===== src/rtl/arrow_pkg.sv =====
`default_nettype none
// ============================================================================
// Module   : arrow_pkg
// Brief    : Shared arrow codes, indicator encodings and play-state enum.
// Revision : 1.0
// ============================================================================
package arrow_pkg;

    localparam int DEF_SLOTS  = 26;
    localparam int DEF_CODE_W = 3;

    localparam logic [2:0] EMPTY = 3'd0;
    localparam logic [2:0] LEFT  = 3'd1;
    localparam logic [2:0] DOWN  = 3'd2;
    localparam logic [2:0] UP    = 3'd3;
    localparam logic [2:0] RIGHT = 3'd4;

    localparam logic [1:0] IND_NONE  = 2'b00;
    localparam logic [1:0] IND_HIT   = 2'b01;
    localparam logic [1:0] IND_MISS  = 2'b10;
    localparam logic [1:0] IND_WRONG = 2'b11;

    typedef enum logic [1:0] {
        IDLE  = 2'd0,
        RUN   = 2'd1,
        DRAIN = 2'd2
    } state_t;

    // Reserved codes 5..7 count as empty for judging.
    function automatic logic is_arrow(input logic [2:0] code);
        return (code >= LEFT) && (code <= RIGHT);
    endfunction

endpackage
`default_nettype wire


===== src/rtl/arrow_judge.sv =====
`default_nettype none
// ============================================================================
// Module   : arrow_judge
// Brief    : Per-player press edge detect, judged flag, indicator and score.
// Revision : 1.0
// ============================================================================
module arrow_judge
    import arrow_pkg::*;
(
    input  logic       clk,
    input  logic       rst,
    input  logic       i_clear,
    input  logic       i_active,
    input  logic       i_step,
    input  logic [2:0] i_slot0,
    input  logic [3:0] i_btn,
    output logic [1:0] o_indicator,
    output logic [7:0] o_score
);

    logic [3:0] r_btn_d;
    logic       r_judged;
    logic [1:0] r_ind;
    logic [7:0] r_score;

    logic [3:0] w_rise;
    logic [3:0] w_target;
    logic       w_valid;
    logic       w_press;
    logic       w_hit;

    assign w_rise   = i_btn & ~r_btn_d;
    assign w_valid  = is_arrow(i_slot0);
    // Codes 1..4 map to button bits 0..3; code 4 wraps through 2'b00 - 1.
    assign w_target = 4'b0001 << (i_slot0[1:0] - 2'd1);
    assign w_press  = i_active & (|w_rise) & ~r_judged & w_valid;
    assign w_hit    = w_press & (w_rise == w_target);

    always_ff @(posedge clk) begin
        if (rst) begin
            r_btn_d  <= 4'd0;
            r_judged <= 1'b0;
            r_ind    <= IND_NONE;
            r_score  <= 8'd0;
        end else begin
            r_btn_d <= i_btn;
            if (i_clear) begin
                r_judged <= 1'b0;
                r_ind    <= IND_NONE;
                r_score  <= 8'd0;
            end else begin
                if (w_press) begin
                    r_ind <= w_hit ? IND_HIT : IND_WRONG;
                    if (w_hit && (r_score != 8'hFF)) begin
                        r_score <= r_score + 8'd1;
                    end
                end
                // A press in the step cycle is judged against the outgoing slot 0.
                if (i_step) begin
                    if (!w_press && w_valid && !r_judged) begin
                        r_ind <= IND_MISS;
                    end
                    r_judged <= 1'b0;
                end else if (w_press) begin
                    r_judged <= 1'b1;
                end
            end
        end
    end

    assign o_indicator = r_ind;
    assign o_score     = r_score;

endmodule
`default_nettype wire


===== src/rtl/arrow_scroller.sv =====
`default_nettype none
// ============================================================================
// Module   : arrow_scroller
// Brief    : Frame-paced arrow scroller with LFSR spawning and two judges.
// Revision : 1.0
// ============================================================================
module arrow_scroller
    import arrow_pkg::*;
#(
    parameter int          SLOTS           = DEF_SLOTS,
    parameter int          CODE_W          = DEF_CODE_W,
    parameter int          FRAMES_PER_STEP = 8,
    parameter logic [15:0] LFSR_SEED       = 16'hACE1
) (
    input  logic                    clock,
    input  logic                    reset,
    input  logic                    vs_n,
    input  logic                    start,
    input  logic                    stop,
    input  logic [3:0]              p1_btn,
    input  logic [3:0]              p2_btn,
    output logic [SLOTS*CODE_W-1:0] arrow_array,
    output logic [1:0]              p1_indicator,
    output logic [1:0]              p2_indicator,
    output logic [7:0]              p1_score,
    output logic [7:0]              p2_score,
    output logic                    step,
    output logic                    busy
);

    localparam int ARR_W = SLOTS * CODE_W;
    localparam int FC_W  = (FRAMES_PER_STEP > 1) ? $clog2(FRAMES_PER_STEP) : 1;

    state_t            r_state;
    logic [ARR_W-1:0]  r_array;
    logic [15:0]       r_lfsr;
    logic [FC_W-1:0]   r_frame;
    logic              r_vs_d;
    logic              r_step;
    logic              r_busy;

    logic              w_tick;
    logic              w_active;
    logic              w_wrap;
    logic              w_adv;
    logic              w_enter_run;
    logic [CODE_W-1:0] w_spawn;
    logic [ARR_W-1:0]  w_next_array;
    logic              w_next_zero;
    logic [15:0]       w_lfsr_next;

    assign w_tick       = r_vs_d & ~vs_n;
    assign w_active     = (r_state != IDLE);
    assign w_wrap       = (r_frame == FC_W'(FRAMES_PER_STEP - 1));
    assign w_adv        = w_active & w_tick & w_wrap;
    assign w_enter_run  = (r_state == IDLE) & start;
    assign w_spawn      = ((r_state == RUN) && (r_lfsr[3:0] < 4'd6))
                        ? CODE_W'(r_lfsr[5:4]) + CODE_W'(1)
                        : CODE_W'(EMPTY);
    assign w_next_array = {w_spawn, r_array[ARR_W-1:CODE_W]};
    assign w_next_zero  = (w_next_array == '0);
    assign w_lfsr_next  = {r_lfsr[14:0], r_lfsr[15] ^ r_lfsr[13] ^ r_lfsr[12] ^ r_lfsr[10]};

    always_ff @(posedge clock) begin
        if (reset) begin
            r_state <= IDLE;
            r_array <= '0;
            r_lfsr  <= LFSR_SEED;
            r_frame <= '0;
            r_vs_d  <= 1'b1;
            r_step  <= 1'b0;
            r_busy  <= 1'b0;
        end else begin
            r_vs_d <= vs_n;
            r_step <= w_adv;
            if (w_active && w_tick) begin
                r_frame <= w_wrap ? '0 : r_frame + FC_W'(1);
            end
            if (w_adv) begin
                r_array <= w_next_array;
                r_lfsr  <= w_lfsr_next;
            end
            case (r_state)
                IDLE: begin
                    r_array <= '0;
                    if (start) begin
                        r_state <= RUN;
                        r_frame <= '0;
                        r_busy  <= 1'b1;
                    end
                end
                RUN: begin
                    if (stop) begin
                        r_state <= DRAIN;
                    end
                end
                DRAIN: begin
                    if (w_adv && w_next_zero) begin
                        r_state <= IDLE;
                        r_busy  <= 1'b0;
                    end
                end
                default: begin
                    r_state <= IDLE;
                    r_busy  <= 1'b0;
                end
            endcase
        end
    end

    arrow_judge u_judge_p1 (
        .clk         (clock),
        .rst         (reset),
        .i_clear     (w_enter_run),
        .i_active    (w_active),
        .i_step      (w_adv),
        .i_slot0     (r_array[2:0]),
        .i_btn       (p1_btn),
        .o_indicator (p1_indicator),
        .o_score     (p1_score)
    );

    arrow_judge u_judge_p2 (
        .clk         (clock),
        .rst         (reset),
        .i_clear     (w_enter_run),
        .i_active    (w_active),
        .i_step      (w_adv),
        .i_slot0     (r_array[2:0]),
        .i_btn       (p2_btn),
        .o_indicator (p2_indicator),
        .o_score     (p2_score)
    );

    assign arrow_array = r_array;
    assign step        = r_step;
    assign busy        = r_busy;

endmodule
`default_nettype wire


===== config.mk =====
export PLATFORM = sky130hd
export DESIGN_NAME = arrow_scroller
export DESIGN_NICKNAME = d
export VERILOG_FILES = /design/src/rtl/arrow_pkg.sv /design/src/rtl/arrow_judge.sv /design/src/rtl/arrow_scroller.sv
export SDC_FILE = /design/constraint.sdc
export NUM_CORES = 1
export LEC_CHECK = 0
export ABC_AREA = 1
export BUFFER_PORTS_ARGS = -buffer_cell sky130_fd_sc_hd__buf_2
export CORE_UTILIZATION = 40
export CTS_CLUSTER_SIZE = 28
export DETAILED_ROUTE_END_ITERATION = 10
export PLACE_DENSITY = 0.68
export SLEW_MARGIN = 25
export SYNTH_ARGS = -nofsm -noshare
export SYNTH_HDL_FRONTEND = slang
export SYNTH_SLANG_ARGS = --single-unit

===== constraint.sdc =====
create_clock -name clock -period 3.4 [get_ports clock]
set_input_delay 0.68 -clock clock [delete_from_list [all_inputs] [get_ports clock]]
set_output_delay 0.68 -clock clock [all_outputs]
set_load 0.005 [all_outputs]

; ---- Word-level counts from Yosys, hierarchy flattened
; Index checks and enable logic that the tools add are counted.
[op_classes]
n_mux = 20
n_bitwise = 23
n_addsub = 5
shifts = 1
magnitude_cmp = 3
n_reduce_logical = 26
n_eq_ne = 10
[ops]
columns = operator, count
row1 = zero test 78 bit, 1
row2 = 2-to-1 mux 2 bit, 11
row3 = "adder 8 x 1 -> 8 bit, second input constant", 2
row4 = "!= test 8 bit, second input constant", 2
row5 = 2-to-1 mux 3 bit, 5
row6 = AND 1 bit, 12
row7 = logical AND 1 bit, 10
row8 = AND 4 bit, 2
row9 = == test 4 bit, 2
row10 = inverter 4 bit, 2
row11 = OR reduction 4 bit, 2
row12 = "!= test 2 bit, second input constant", 3
row13 = case mux 2 bit (3 select lines), 1
row14 = AND reduction 3 bit, 2
row15 = zero test 1 bit, 4
row16 = "less-than comparator 4 x 3 -> 1 bit, second input constant", 1
row17 = inverter 1 bit, 4
row18 = AND reduction 2 bit, 2
row19 = OR reduction 2 bit, 2
row20 = "<< shifter 1 x 2 -> 4 bit, first input constant", 1
row21 = "adder 2 x 1 -> 3 bit, second input constant", 1
row22 = "adder 3 x 1 -> 3 bit, second input constant", 1
row23 = "== test 3 bit, second input constant", 1
row24 = "greater-or-equal comparator 3 x 1 -> 1 bit, second input constant", 1
row25 = 10 further kinds, 13
[totals]
regBits = 132
in_bits = 13
wordCells = 103

; ---- Logic depth before layout (Yosys ltp)
[depth]
depth_word = 11
depth_mapped = 12
mapped_depth_nobuf = 12

; ---- Modules after synthesis
; From an unflattened synthesis, not the netlist that was laid out.
[hier_totals]
cells_unflattened = 802
hier_area_um2 = 5903.2
[modules_own_cells]
columns = mod, seq_area_each_um2, area_each_um2, cells_each, instances
row1 = arrow_scroller, 2042.0, 3956.3, 530, 1
row2 = arrow_judge, 300.3, 973.4, 136, 2

; ---- Least setup slack after synthesis
; OpenSTA, ideal clock, no wires.
[synth_path]
path_kind = input to register
startpoint = in p1_btn[3]
endpoint = reg u_judge_p1.r_score[1] (netlist: u_judge_p1.o_score[1])
path_slack_ns = 1.722
required_ns = 3.284
arrival_time_ns = 1.562
cell_stages = 10
setup_time_ns = 0.116
path_cell_list = nand2_1 > nand2_1 > nor2_1 > nor3_4 > nand2_2 > nor2_2 > nand2_2 > buf_6 > o21ai_1 > a21oi_1
[synth_between]
elab_chain_cells = 8
word_cells_on_any_way = 9
[synth_rtl]
columns = element, line_no
row1 = "start, declared", arrow_scroller.sv:20  ; input logic [3:0] p1_btn,
row2 = AND 4 bit (*), arrow_judge.sv:32  ; assign w_rise = i_btn & ~r_btn_d;
row3 = OR reduction 4 bit, arrow_judge.sv:36  ; assign w_press = i_active & (|w_rise) & ~r_judged & w_valid;
row4 = AND 1 bit (3 in series), arrow_judge.sv:36
row5 = AND 1 bit, arrow_judge.sv:37  ; assign w_hit = w_press & (w_rise == w_target);
row6 = logical AND 1 bit, arrow_judge.sv:54  ; if (w_hit && (r_score != 8'hFF)) begin
row7 = AND reduction 2 bit (no line) (*), n/a
row8 = "end signal, assigned", arrow_judge.sv:55  ; r_score <= r_score + 8'd1;
row9 = "end, declared", arrow_judge.sv:24  ; logic [7:0] r_score;
; Mark *: on every way between the ends. The rest lies on a longest branch, timed or not.
; A chain may end at the register's enable or synchronous reset.

; ---- Worst setup path after layout
[layout_path]
startpoint = reg r_frame[0]
endpoint = reg r_lfsr[10]
[layout_between]
elab_chain_cells = 2
[layout_rtl]
columns = element, line_no
row1 = "start, declared", arrow_scroller.sv:37  ; logic [FC_W-1:0] r_frame;
row2 = "start signal, assigned", arrow_scroller.sv:77  ; r_frame <= w_wrap ? '0 : r_frame + FC_W'(1);
row3 = == test 3 bit, arrow_scroller.sv:54  ; assign w_wrap = (r_frame == FC_W'(FRAMES_PER_STEP - 1));
row4 = AND 1 bit, arrow_scroller.sv:55  ; assign w_adv = w_active & w_tick & w_wrap;
row5 = "end signal, assigned", arrow_scroller.sv:81  ; r_lfsr <= w_lfsr_next;
row6 = "end, declared", arrow_scroller.sv:36  ; logic [15:0] r_lfsr;
; No other way between the ends.

==> reports/results.tsv <==
stage	metric	value	unit
outcome	status	complete, no violations	
worst_setup_path	crit_type	register to register	
sta	finalMaxSlewViolations	0	
finish	num-fill-cells	1281	
worst_setup_path	critical_path_required	3650	ps
global_route	grt_pass1_vias	4448	
floorplan	row_count	42	
worst_setup_path	r2r_slack	1270	ps
synthesis	syn_inst	716	
route	wire_per_inst	12.39	µm
min_path	hp-class	register to register	
synthesis	ys_ff_latch	132	
place	gp_congestion	0.8526	
synthesis	synthMuxAreaShare	0	
synthesis	synth_compound_area_frac	0.1495	
synthesis	yosys.area.top_type_share	0.4912	
floorplan	initial_core_util	0.4079	
finish	drive_gt1_frac	0.2002	
floorplan	die_h	118.0	µm
finish	regArea	2643	µm²
synthesis	synth_most_common_cell	nand2_1	
route	drt-total-wl	12.51	mm
power	p_leak	2.920	nW
finish	area_growth_syn_to_layout	23.53	%
cts	cts_tree	built	
synthesis	synth_xor_area_frac	0.02791	
cts	clock_sinks	132	
synthesis	synth_edf_count	0	
run	max_cap_viol_count	0	
finish	antenna_cells	0	
finish	layout.nets	841	
floorplan	chipWidth	118.0	µm
place	hpwl	8.584	mm
synthesis	synth.distinct_cells	36	
route	viasPerCell	4.745	
sta	final_hold_viol_count	0	
synthesis	ys_seq_area_frac	0.4912	
synthesis	syn_area_per_cell	7.514	µm²
cts	clockRootBuffer	clkbuf_16	
sta	finalSetupTns	0	ps
worst_setup_path	r2r-start	r_frame[0]	
synthesis	synthTopCellsByCount	nand2_1 (185), dfxtp_1 (132), a21oi_1 (102)	
worst_setup_path	start_kind	register	
cts	cts_resized	0	
route	ant_nets	0	
global_route	grt_max_degree	54	
cts	numCtsBuffers	17	
worst_setup_path	critPathArrivalTime	2370	ps
synthesis	synth_largest_area_cell	dfxtp_1	
route	drc	0	
power	vdd_drop_max	0.3191	mV
worst_setup_path	crit_path_start	r_frame[0]	
sta	rsz0062_at_grt	false	
cts	worst_skew_pair.late_latency	410	ps
place	numPortBuffers	112	
cts	path_clk_slew	60	ps
synthesis	syn-num-nets	734	
sta	relSlewSlack	0.5418	
finish	multi_input_area	2301	µm²
synthesis	yosysWarningCount	0	
min_path	hold_path_startpoint	u_judge_p2.o_indicator[0]	
global_route	grt_overflow	0	
floorplan	fp.dieArea	13920	µm²
power	p_per_area	525.6	nW/µm²
synthesis	ys.flop_type	dfxtp_1	
synthesis	async_flop_share	0	
synthesis	synth_top_family_by_area	simple AND/OR/NAND/NOR gates	
synthesis	synth_area_leaders	dfxtp_1 (49%), nand2_1 (13%), a21oi_1 (9.5%)	
sta	fmax	0.4702	GHz
worst_setup_path	endpoint_kind	register	
route	drtIter0Drc	227	
sta	setup_violations	0	
cts	clockBufferDepth	2	
synthesis	yosys.area_share.simple	0.2381	
synthesis	syn_area	5380	µm²
sta	finalCriticalPeriod	2127	ps
global_route	grt_pass1_wl	20.79	mm
global_route	antenna_found_initial	0	
global_route	grt_util_all_layers	0.1850	
cts	ctsHoldBuffers	0	
worst_setup_path	path_max_fanout	53	
sta	clock_skew	6.378	ps
floorplan	core	13190	µm²
sta	finalCritPeriodShare	0.6255	
cts	post_cts_buffers	0	
cts	cts_max_level	4	
sta	tightest_slew	684.8	ps
route	drt_first_pass_iters	4	
route	vias	4792	
finish	fin_util	0.5039	
synthesis	synth_adder_area_share	0.01163	
floorplan	io_pins	113	
-- area by class of cell --
cell class,count,area share
clock buffers,20,0.06871
clock inverters,10,0.01995
inverters,74,0.04255
multi-input cells,481,0.3462
flip-flops and latches,132,0.3976
well taps,176,0.03313
repair buffers,117,0.09187
-- power by group --
| part | internal [mW] | total, mW | switching, mW |
|---|---|---|---|
| clock | 1.18 | 1.82 | 0.645 |
| sequential | 1.56 | 1.56 | 0.00479 |
| combinational | 0.0328 | 0.109 | 0.0759 |
-- final timing paths --
kind | to | cells after the start
setup / recovery | r_lfsr[10] | 7
hold / removal | u_judge_p2.o_indicator[0] | 2
setup reg to reg | r_lfsr[10] | 7
hold reg to reg | u_judge_p2.o_indicator[0] | 2
-- flip-flops by register name (all words and copies together), names as in the netlist --
name and count:
u_judge_p1.r_judged 1, r_frame 3, u_judge_p2.r_judged 1, u_judge_p1.r_btn_d 4, step 1, r_lfsr 16, u_judge_p2.r_btn_d 4, arrow_array 78
r_vs_d 1, busy 1, u_judge_p2.o_score 8, u_judge_p2.o_indicator 2, r_state 2, u_judge_p1.o_score 8, u_judge_p1.o_indicator 2
-- metrics by stage --
| step | hold slack, ps | power (mW) | instances | cell area, µm² | worst slack (ps) |
|---|---|---|---|---|---|
| 2_1_floorplan | 430.1 | 1.672 | 716 | 5380 | 1722 |
| 3_3_place_gp | 430.2 | 1.702 | 980 | 6057 | 1030 |
| 3_5_place_dp | 435.3 | 1.703 | 980 | 6057 | 1021 |
| 4_1_cts | 441.8 | 3.524 | 1010 | 6646 | 1250 |
| 5_1_grt | 464.4 | 3.607 | 1010 | 6646 | 1116 |
| 6_report | 441.0 | 3.494 | 1010 | 6646 | 1273 |
-- kinds of logic (layout without fill, tap and decap cells) --
group | after synthesis | after routing
AO/OA/AOI/OAI | 153 | 153
XOR/XNOR | 15 | 15
adder cells (fa/ha/maj) | 5 | 5
buffers and inverters | 103 | 221
flip-flops | 132 | 132
AND/OR/NAND/NOR | 308 | 308
-- critical path, stage by stage (launching register included) --
cell	delay, ps
dfxtp_1	320
ha_1	200
ha_1	190
nand2_2	100
buf_4	440
nand2_1	350
inv_1	250
a22oi_1	100
-- layout by cell type, fill, tap and decap left out, types with 4 or more instances in the layout --
cell       netlist  layout
xor2_1           6       6
a21oi_1        102     102
inv_1           70      70
nand2_1        185     184
nor2_1          76      76
o22ai_1          7       7
a22oi_1          6       6
nand4_1          7       7
nand3_1         22      22
nor2_2           4       4
ha_1             5       5
buf_2           14     112
xnor2_1          8       8
nand2_2          3       4
clkinv_2         0       5
clkbuf_16        0      17
o21ai_0         30      30
dfxtp_1        132     132
buf_4            4       4
-- layer usage --
metal | global-route usage | share of wire | up-vias
li1 | - | - | 2505
met1 | 0.2423 | 0.48 | 2165
met2 | 0.2794 | 0.44 | 105
met3 | 0.06686 | 0.058 | 17
met4 | 0.06490 | 0.018 | 0
met5 | 0 | 0 | -
Note: power is estimated with default switching activity, not from simulation.
